File: src/rtl/hazard_forward_unit_pkg.sv
// hazard_forward_unit_pkg: forwarding select codes, shadow slot record and helpers
// shared by the hazard/forwarding unit and its shadow pipeline.
package hazard_forward_unit_pkg;
    localparam logic [1:0] FWD_REG = 2'b00;
    localparam logic [1:0] FWD_EX  = 2'b01;
    localparam logic [1:0] FWD_MEM = 2'b10;
    localparam logic [1:0] FWD_WB  = 2'b11;
    localparam int SLOT_RD_W = 5;
    localparam logic [6:0] OPC_LOAD   = 7'b0000011;
    localparam logic [6:0] OPC_STORE  = 7'b0100011;
    localparam logic [6:0] OPC_BRANCH = 7'b1100011;
    localparam logic [6:0] OPC_OP     = 7'b0110011;
    localparam logic [6:0] OPC_OP_IMM = 7'b0010011;
    typedef struct packed {
        logic                 valid;
        logic [SLOT_RD_W-1:0] rd;
        logic                 we;
        logic                 is_load;
    } slot_t;
    // x0 never counts as a producer, so a live slot must write a nonzero rd
    function automatic logic slot_hit(slot_t s, logic [SLOT_RD_W-1:0] rs, logic chk);
        return chk & s.valid & s.we & (s.rd != '0) & (s.rd == rs);
    endfunction
endpackage

File: src/rtl/hazard_slot_pipe.sv
// hazard_slot_pipe: three-deep EX/MEM/WB shadow of destination-register state,
// with a bubble input that inserts an empty slot into EX.
module hazard_slot_pipe
    import hazard_forward_unit_pkg::*;
(
    input  logic  clk_i,
    input  logic  reset_i,
    input  slot_t i_id,
    input  logic  i_bubble,
    output slot_t o_ex,
    output slot_t o_mem,
    output slot_t o_wb
);
    slot_t r_ex, r_mem, r_wb;
    always_ff @(posedge clk_i or negedge reset_i) begin
        if (!reset_i) begin
            r_ex  <= '0;
            r_mem <= '0;
            r_wb  <= '0;
        end else begin
            r_ex  <= i_bubble ? '0 : i_id;
            r_mem <= r_ex;
            r_wb  <= r_mem;
        end
    end
    assign o_ex  = r_ex;
    assign o_mem = r_mem;
    assign o_wb  = r_wb;
endmodule

File: src/rtl/hazard_forward_unit.sv
// hazard_forward_unit: ID-stage operand forwarding selects and load-use
// stall/bubble control driven from a shadow EX/MEM/WB destination pipeline.
module hazard_forward_unit
    import hazard_forward_unit_pkg::*;
#(
    parameter int REG_ADDR_W = 5,
    parameter int CNT_W      = 16
) (
    input  logic                  clk_i,
    input  logic                  reset_i,
    input  logic                  id_valid_i,
    input  logic [REG_ADDR_W-1:0] id_rs1_i,
    input  logic [REG_ADDR_W-1:0] id_rs2_i,
    input  logic [REG_ADDR_W-1:0] id_rd_i,
    input  logic                  id_regfile_we_i,
    input  logic                  id_detect_r1_i,
    input  logic                  id_detect_r2_i,
    input  logic                  id_is_load_i,
    input  logic                  id_is_sb_i,
    input  logic                  flush_i,
    output logic [1:0]            fwd_rs1_sel_o,
    output logic [1:0]            fwd_rs2_sel_o,
    output logic                  fwd_rs2_store_o,
    output logic                  stall_pc_o,
    output logic                  stall_ifid_o,
    output logic                  bubble_idex_o,
    output logic [CNT_W-1:0]      stall_count_o
);
    if (REG_ADDR_W != SLOT_RD_W) begin : g_width_check
        $error("REG_ADDR_W must equal SLOT_RD_W");
    end
    slot_t w_id, w_ex, w_mem, w_wb;
    logic w_h1_ex, w_h1_mem, w_h1_wb, w_h2_ex, w_h2_mem, w_h2_wb;
    logic w_load_use, w_stall, w_bubble;
    logic [1:0] w_sel1, w_sel2;
    logic [CNT_W-1:0] r_stall_count;
    assign w_id = '{valid: id_valid_i, rd: id_rd_i, we: id_regfile_we_i, is_load: id_is_load_i};
    hazard_slot_pipe u_pipe (
        .clk_i    (clk_i),
        .reset_i  (reset_i),
        .i_id     (w_id),
        .i_bubble (w_bubble),
        .o_ex     (w_ex),
        .o_mem    (w_mem),
        .o_wb     (w_wb)
    );
    assign w_h1_ex  = slot_hit(w_ex,  id_rs1_i, id_detect_r1_i);
    assign w_h1_mem = slot_hit(w_mem, id_rs1_i, id_detect_r1_i);
    assign w_h1_wb  = slot_hit(w_wb,  id_rs1_i, id_detect_r1_i);
    assign w_h2_ex  = slot_hit(w_ex,  id_rs2_i, id_detect_r2_i);
    assign w_h2_mem = slot_hit(w_mem, id_rs2_i, id_detect_r2_i);
    assign w_h2_wb  = slot_hit(w_wb,  id_rs2_i, id_detect_r2_i);
    assign w_sel1 = w_h1_ex ? FWD_EX : w_h1_mem ? FWD_MEM : w_h1_wb ? FWD_WB : FWD_REG;
    assign w_sel2 = w_h2_ex ? FWD_EX : w_h2_mem ? FWD_MEM : w_h2_wb ? FWD_WB : FWD_REG;
    assign w_load_use = id_valid_i & w_ex.is_load & (w_h1_ex | w_h2_ex);
    // flush wins: the wrong-path ID instruction is squashed, never stalled
    assign w_stall  = reset_i & w_load_use & ~flush_i;
    assign w_bubble = reset_i & (w_load_use | flush_i);
    assign fwd_rs1_sel_o   = (!reset_i || (w_load_use && w_h1_ex)) ? FWD_REG : w_sel1;
    assign fwd_rs2_sel_o   = (!reset_i || (w_load_use && w_h2_ex)) ? FWD_REG : w_sel2;
    assign fwd_rs2_store_o = (fwd_rs2_sel_o != FWD_REG) & id_is_sb_i;
    assign stall_pc_o      = w_stall;
    assign stall_ifid_o    = w_stall;
    assign bubble_idex_o   = w_bubble;
    assign stall_count_o   = r_stall_count;
    always_ff @(posedge clk_i or negedge reset_i) begin
        if (!reset_i)
            r_stall_count <= '0;
        else if (w_stall && !(&r_stall_count))
            r_stall_count <= r_stall_count + 1'b1;
    end
endmodule

File: config.mk
export PLATFORM = sky130hd
export DESIGN_NAME = hazard_forward_unit
export DESIGN_NICKNAME = d
export VERILOG_FILES = /design/src/rtl/hazard_forward_unit_pkg.sv /design/src/rtl/hazard_slot_pipe.sv /design/src/rtl/hazard_forward_unit.sv
export SDC_FILE = /design/constraint.sdc
export NUM_CORES = 1
export LEC_CHECK = 0
export CORE_ASPECT_RATIO = 1.1
export CORE_UTILIZATION = 44
export CTS_CLUSTER_DIAMETER = 50
export CTS_CLUSTER_SIZE = 16
export DETAILED_ROUTE_END_ITERATION = 7
export HOLD_SLACK_MARGIN = 0.1
export PLACE_DENSITY = 0.75
export SYNTH_ARGS = -nofsm -noshare
export SYNTH_HDL_FRONTEND = slang
export SYNTH_SLANG_ARGS = --single-unit
File: constraint.sdc
create_clock -name clk_i -period 1.9 [get_ports clk_i]
set_clock_uncertainty 0.15 [all_clocks]
set_input_delay 0.19 -clock clk_i [delete_from_list [all_inputs] [get_ports clk_i]]
set_output_delay 0.19 -clock clk_i [all_outputs]
set_load 0.05 [all_outputs]
# After elaboration in Yosys (flattened, before gate mapping)
# Cells that the tools add are included.
word_totals:
  regBits: 38
  out_inout_bits: 24
  word_cells: 72
classes:
  n_eq_ne: 6
  mux: 9
  bitwise_logic: 33
  reduce_logical: 12
  addsub: 1
ops:
  columns: ["op", "count"]
  rows:
  - ["bitwise AND 1 bit", 30]
  - ["equality test 5 bit", 6]
  - ["adder 16 x 1 -> 16 bit, second input constant", 1]
  - ["two-way mux 2 bit", 8]
  - ["AND reduction 16 bit", 1]
  - ["nonzero test 5 bit", 3]
  - ["two-way mux 8 bit", 1]
  - ["logical AND 1 bit", 3]
  - ["zero test 1 bit", 2]
  - ["logical OR 1 bit", 2]
  - ["bitwise OR 1 bit", 2]
  - ["nonzero test 2 bit", 1]
  - ["inverter 1 bit", 1]

# Depth between registers and ports, before layout
# Gate-level depths: netlist (run 1).
logic_depth:
  ltp_word: 11
  depth_mapped: 8

# Hierarchy
# A second synthesis (run 1) with hierarchy kept.
hier_totals:
  cells_unflattened: 188
  hier_area_um2: 2064.5
modules_own_cells:
  columns: ["mod", "n_inst", "cells_per_inst", "seq_area_each_um2", "area_per_inst_um2"]
  rows:
  - ["hazard_forward_unit", 1, 156, 400.4, 1413.9]
  - ["hazard_slot_pipe", 1, 32, 600.6, 650.6]

# Least setup slack after synthesis (run 1)
# OpenSTA, ideal clock, no wires.
synth_timing:
  path_type: "register to output"
  from: "reg u_pipe.r_ex, in the netlist u_pipe.o_ex[2]"
  to: "out fwd_rs2_store_o"
  setup_slack_ns: -0.992
  arrival_time_ns: 2.552
  path_stages_with_launch: 5
  path_cell_list: "dfrtp_1 > or3_1 > o311a_1 > and2_1 > a311oi_1"
synth_between:
  elab_chain_cells: 10
  elab_cells_between_ends: 15
  cone_classes: "eq/ne (2); mux (2); bitwise (7); reduce/logical (4)"
synth_lines:
  columns: ["element", "line", "rtl"]
  rows:
  - ["start: declaration", "hazard_slot_pipe.sv:14", "slot_t r_ex, r_mem, r_wb;"]
  - ["start signal: assignment", "hazard_slot_pipe.sv:21", "r_ex <= i_bubble ? '0 : i_id;"]
  - ["nonzero test 5 bit", "hazard_forward_unit_pkg.sv:22", "return chk & s.valid & s.we & (s.rd != '0) & (s.rd == rs);"]
  - ["bitwise AND 1 bit (2 in series)", "hazard_forward_unit_pkg.sv:22", null]
  - ["bitwise OR 1 bit", "hazard_forward_unit.sv:55", "assign w_load_use = id_valid_i & w_ex.is_load & (w_h1_ex | w_h2_ex);"]
  - ["bitwise AND 1 bit", "hazard_forward_unit.sv:55", null]
  - ["logical AND 1 bit", "hazard_forward_unit.sv:60", "assign fwd_rs2_sel_o = (!reset_i || (w_load_use && w_h2_ex)) ? FWD_REG : w_sel2;"]
  - ["logical OR 1 bit", "hazard_forward_unit.sv:60", null]
  - ["two-way mux 2 bit (*)", "hazard_forward_unit.sv:60", null]
  - ["nonzero test 2 bit (*)", "hazard_forward_unit.sv:61", "assign fwd_rs2_store_o = (fwd_rs2_sel_o != FWD_REG) & id_is_sb_i;"]
  - ["bitwise AND 1 bit (*)", "hazard_forward_unit.sv:61", null]
  - ["end: declaration", "hazard_forward_unit.sv:23", "output logic fwd_rs2_store_o,"]
# Mark *: on every way between the ends. The rest lies on a longest branch, timed or not.

# Worst setup path in the final report (run 1)
layout_timing:
  from: "reg u_pipe.r_mem, in the netlist u_pipe.o_mem[5]"
  to: "out fwd_rs2_store_o"
layout_between:
  elab_chain_cells: 8
  elab_cells_between_ends: 9
  cone_classes: "eq/ne (1); mux (3); bitwise (3); reduce/logical (2)"
layout_lines:
  columns: ["element", "line", "rtl"]
  rows:
  - ["start: declaration", "hazard_slot_pipe.sv:14", null]
  - ["start signal: assignment", "hazard_slot_pipe.sv:22", "r_mem <= r_ex;"]
  - ["nonzero test 5 bit", "hazard_forward_unit_pkg.sv:22", null]
  - ["bitwise AND 1 bit", "hazard_forward_unit_pkg.sv:22", null]
  - ["bitwise AND 1 bit (*)", "hazard_forward_unit_pkg.sv:22", null]
  - ["two-way mux 2 bit (*) (2 in series)", "hazard_forward_unit.sv:54", "assign w_sel2 = w_h2_ex ? FWD_EX : w_h2_mem ? FWD_MEM : w_h2_wb ? FWD_WB : FWD_REG;"]
  - ["two-way mux 2 bit (*)", "hazard_forward_unit.sv:60", null]
  - ["nonzero test 2 bit (*)", "hazard_forward_unit.sv:61", null]
  - ["bitwise AND 1 bit (*)", "hazard_forward_unit.sv:61", null]
# Marks and branches as above.

==> results of run 1 <==
## cell usage in the layout (no fill, tap or decap), types with 3 or more instances in the layout
cell type,count
and2_4,8
buf_12,9
buf_4,57
buf_6,11
clkbuf_8,6
clkdlybuf4s50_1,27
dfrtp_1,29
dfrtp_2,9
nand2_1,13
nand4_1,9
nor2_1,4
nor3_1,3
nor3_2,3
nor3_4,6
nor4_4,3
xnor2_1,22
xor2_1,19
## path summary, 6_finish.rpt
| kind | from | to | depth (start not counted) |
|---|---|---|---|
| max in group asynchronous | reset_i | stall_count_o[1] | 4 |
| hold / removal | u_pipe.o_ex[1] | u_pipe.o_mem[1] | 0 |
| hold reg to reg | u_pipe.o_ex[1] | u_pipe.o_mem[1] | 0 |
| min in group asynchronous | reset_i | stall_count_o[0] | 4 |
| setup / recovery | u_pipe.o_mem[5] | fwd_rs2_store_o | 7 |
| setup reg to reg | u_pipe.o_ex[2] | stall_count_o[4] | 10 |
## timing repair
action	CTS	global route
buffers inserted	8	5
endpoints found under the hold margin	14	0
gates resized for setup	35	26
hold buffers	2	0
endpoints found under the setup margin	33	58
pin swaps	18	16
## report_power, final
part	switching (mW)	total (mW)	internal, mW
registers	0.0227	0.861	0.838
clock network	0.297	0.589	0.292
logic	0.148	0.336	0.188
## registers in the layout, summed over array words and instances, names as in the netlist
signal,count
u_pipe.o_ex,8
u_pipe.o_mem,7
u_pipe.o_wb,7
stall_count_o,16
## area by class of cell
class | count | share of cell area
Tap cell | 54 | 0.0193
Clock buffer | 6 | 0.0236
Sequential cell | 38 | 0.275
Clock inverter | 2 | 0.00358
Timing Repair Buffer | 111 | 0.308
Multi-Input combinational cell | 135 | 0.366
Inverter | 2 | 0.00393
## metrics by stage
stage	hold slack (ns)	util	setup TNS, ns
after floorplan	-0.256	-	-3.15
after global placement	0.0588	0.699	-12.43
after detailed placement	0.0530	0.699	-11.26
after CTS	0.231	0.783	-14.45
after global routing	0.238	0.810	-18.81
final	0.232	0.810	-16.14
## cells by family after synthesis
| kind of cell | count (synthesis) |
|---|---|
| buf+inv | 5 |
| fa+ha+maj | 1 |
| flops | 38 |
| mux | 3 |
| simple gates | 77 |
| xor+xnor | 43 |
| compound gates | 11 |
## Yosys cell counts, types with 2 or more instances
cell type | number | share of area
nand3_1 | 3 | 0.0076
or3_1 | 2 | 0.0063
dfrtp_1 | 38 | 0.48
nand2_1 | 15 | 0.028
inv_1 | 2 | 0.0038
xnor2_1 | 24 | 0.11
nor4_1 | 3 | 0.0095
nor3b_1 | 2 | 0.0076
and3_1 | 2 | 0.0063
nor2_1 | 5 | 0.0095
o211ai_1 | 2 | 0.0076
nor3_1 | 10 | 0.025
or4_1 | 2 | 0.0076
nand4_1 | 9 | 0.028
or2_2 | 2 | 0.0063
nor2b_1 | 2 | 0.0063
and2_1 | 10 | 0.032
xor2_1 | 19 | 0.084
## per-layer routing
layer / up-vias / global-route usage
met5: - / 0
met4: 0 / 0.118
met3: 25 / 0.0472
met2: 76 / 0.442
met1: 934 / 0.338
li1: 856 / -
## worst max-delay path, stage by stage, from the launching register on
cell      delay [ns]
dfrtp_1         0.38
or4_1           0.55
o211ai_1        0.33
or3_4           0.21
o31ai_2         0.08
nor2_2          0.17
a311oi_4        0.06
buf_12          0.16
==> impl_metrics.yaml, run 1 <==
flow_run:
  cap_violations: 0
die:
  rows: 25
  io_pins: 48
  core_um2: 4320
  die_w_um: 66.0
  initial_utilization: 0.459
  dieArea_um2: 4780
  die_h_um: 72.4
routing:
  num_vias: 1891
  route.met2.wl_mm: 3.48
  drt_iter0_markers: 125
  wire_per_inst_um: 19.8
  m1WireLength_mm: 2.78
  route.met3.wl_um: 308
  top_layer: "met4"
  wl_mm: 6.89
  first_pass_iters: 4
  route.antenna.remaining_nets: 0
  vias_per_cell: 5.43
  drc: 0
cts:
  cts_buffers: 5
  h-tree-depth: 2
  clk_latency_ns: 0.29
  clk_pin_slew_ns: 0.07
  clock-sinks: 38
  clockBufferDepth: 2
  cts_root_buf: "clkbuf_8"
  cts_tree: "done"
place:
  gp_congestion: 0.813
  dpl_cell_area_um2: 3020
  port_buffers: 47
  place_inst: 326
  dp_slack_ns: -0.518
  hpwl_mm: 3.66
timing:
  fmax_mhz: 390
  rsz0062_at_grt: "yes"
  setup_viol: 32
  worst_slack_ns: -0.667
  hold_viol: 0
  relSlewSlack: 0.313
  post-route-min-period_ns: 2.57
  slew_viol_final: 0
  fin_crit_sh: 1.35
  tightestPinTransition_ns: 1.03
cells_and_area:
  stdcell_count: 348
  multi_input_area_um2: 1280
  nets: 318
  area_delta_synth_final_pct: 76.4
  diodes: 0
  n_fill_cell: 254
  drive_gt1_frac: 0.497
  final_area_um2: 3500
  seq_area_um2: 962
critical_path:
  r2r_slack_ns: -0.59
  path_class: "reg -> out"
  start_kind: "register"
  cp.arrival_ns: 2.23
  cp-end-kind: "primary output"
  cp.required_ns: 1.56
  critPathMaxFanout: 2
power_and_ir_drop:
  power_density_nw_per_um2: 510
  irDropWorstVdd_v: 0.000568
  p_leak_nw: 1.63
  finalPower_mw: 1.79
yosys:
  synth-edff-count: 0
  syn_avg_cell_area_um2: 11.1
  synth_seq_cells: 38
  yosysWarningCount: 0
  yosysSeqAreaShare: 0.479
  synth_compound_area_frac: 0.0467
  synth_adder_area_share: 0.00631
  synth_cell_types: 44
  netlist_instances: 178
  synthMuxAreaShare: 0.0183
  synth_top_family_by_area: "simple AND/OR/NAND/NOR gates"
  synthFlopType: "dfrtp_1"
  synth-async-reset-ratio: 1.00
  synth_xor_area_frac: 0.190
  syn_nets: 203
  synth_area_um2: 1980
  yosys.area_share.simple: 0.244
grt:
  grt_max_degree: 25
  grt_pass1_vias: 1870
  gr-usage-all-layers: 0.266
  grt_pass1_wl_mm: 9.31
  globalRoute.totalOverflow: 0
  antenna_found_initial: 0
status:
  status: "finished with violations"
  violations: "setup timing"
hold_path:
  holdCritPathClass: "reg -> reg"
No activity file was read; power rests on OpenSTA's default activity.
==> inputs of run 2 (changes only) <==
Settings changed: CAP_MARGIN set to 15, TNS_END_PERCENT set to 10.
==> run 2 against run 1 <==
The flow still finishes with violations (setup timing). Clock power is 43% higher. First-iteration DRC count is 33% lower. Sequential power hardly changed. Cell count is 1.4% lower. Critical path type unchanged. Critical endpoint is now fwd_rs1_sel_o[0].
==> impl_metrics.yaml, run 2 (synthesis gave the netlist of run 1 again) <==
status:
  status: "finished with violations"
  violations: "setup timing"
routing:
  drc: 0
  drt_iter0_markers: 84
  route.antenna.remaining_nets: 0
  num_vias: 1835
  wire_per_inst_um: 16.6
  first_pass_iters: 4
  wl_mm: 5.68
  vias_per_cell: 5.35
power_and_ir_drop:
  p_int_mw: 1.57
  p_seq_frac: 0.429
  finalPower_mw: 2.01
  p_clk_frac: 0.419
  swShare: 0.217
  power_density_nw_per_um2: 603
  irDropWorstVdd_v: 0.000555
  p_leak_nw: 1.57
  p_comb_frac: 0.152
  p_switching_uw: 436
cells_and_area:
  diodes: 0
  stdcell_count: 343
  area_delta_synth_final_pct: 68.0
  largest_reg_flops: 16
  final_common_cell: "buf_4"
  nets: 313
  final_area_um2: 3330
  mostFrequentLayoutCells: "buf_4, dfrtp_1, clkdlybuf4s50_1"
  final_util: 0.772
  drive_gt1_frac: 0.450
cts:
  clk_latency_ns: 0.29
  cts_buffers: 5
  clock-sinks: 38
  clk_pin_slew_ns: 0.07
  clockBufferDepth: 2
  cts_tree: "done"
  cts_root_buf: "clkbuf_8"
  h-tree-depth: 2
timing:
  tns_ns: -11.65
  holdWs_ns: 0.245
  fmax_mhz: 400
  hold_viol: 0
  fin_crit_sh: 1.32
  rsz0062_at_grt: "yes"
  tightestPinTransition_ns: 0.497
  worst_slack_ns: -0.602
  post-route-min-period_ns: 2.50
  setup_viol: 32
  slew_viol_final: 0
  relSlewSlack: 0.668
place:
  dpl_cell_area_um2: 2950
  hpwl_mm: 3.68
  gp_congestion: 0.868
  place_inst: 327
  port_buffers: 47
  dp_slack_ns: -0.517
flow_run:
  cap_violations: 0
die:
  rows: 25
  dieArea_um2: 4780
  die_w_um: 66.0
  die_h_um: 72.4
  io_pins: 48
  core_um2: 4320
  initial_utilization: 0.459
critical_path:
  cp-end-kind: "primary output"
  critPathSlowestCell: "or4_1"
  worst_path_largest_cell_delay_ns: 0.54
  cp.arrival_ns: 2.16
  path_class: "reg -> out"
  cp.required_ns: 1.56
  critPathMaxFanout: 2
  crit_chain: "or4_1 > o211ai_1 > nor3_1 > nor2b_1 > mux2i_1 > nor2b_2 > buf_12"
  start_kind: "register"
grt:
  grt_pass1_vias: 1851
  grt_pass1_wl_mm: 9.01
  gr-usage-all-layers: 0.254
  antenna_found_initial: 0
  grt_max_degree: 32
  globalRoute.totalOverflow: 0
hold_path:
  holdCritPathClass: "reg -> reg"
run 2: final timing paths:
path	startpoint	to	slack, ns	depth (start not counted)
max	u_pipe.o_mem[4]	fwd_rs1_sel_o[0]	-0.60	7
min	u_pipe.o_mem[7]	u_pipe.o_wb[7]	0.24	0
max reg2reg	u_pipe.o_ex[2]	stall_count_o[10]	-0.51	10
min reg2reg	u_pipe.o_mem[7]	u_pipe.o_wb[7]	0.24	0
max in group asynchronous	reset_i	u_pipe.o_ex[3]	0.47	4
min in group asynchronous	reset_i	u_pipe.o_wb[1]	0.39	3
run 2: layout make-up:
cell class | instances | area (um^2)
fill | 259 | 985
inverter | 2 | 11.3
multi-input combinational | 135 | 1170
clock inverter | 2 | 60.1
sequential | 38 | 955
timing repair buffer | 106 | 985
tap | 54 | 67.6
clock buffer | 6 | 82.6
run 2: what timing repair did:
item / in CTS / in global routing
endpoints found under the hold margin: 38 / 0
pin swaps: 13 / 22
hold buffers: 1 / 0
gates resized for setup: 21 / 23
setup buffers: 4 / 4
endpoints found under the setup margin: 32 / 35
run 2: critical path, delay by kind of cell, from the launching register on:
family                 cells  cell delay, ns
AO/OA/AOI/OAI              1            0.29
flip-flops                 1            0.39
buffers and inverters      1            0.15
AND/OR/NAND/NOR            4            0.95
multiplexers               1            0.09
run 2: power by group through the flow:
stage	Sequential, mW	Clock, mW	Combinational, mW
final	0.862	0.842	0.306
after CTS	0.860	0.857	0.288
after global routing	0.865	0.885	0.328
after floorplan	0.881	0	0.0962
after detailed placement	0.876	0	0.273
after global placement	0.874	0	0.268
run 2: layer usage:
metal	global-route usage	share of wire
met1	0.305	0.40
met2	0.438	0.53
met3	0.0503	0.046
met4	0.113	0.023
met5	0	0
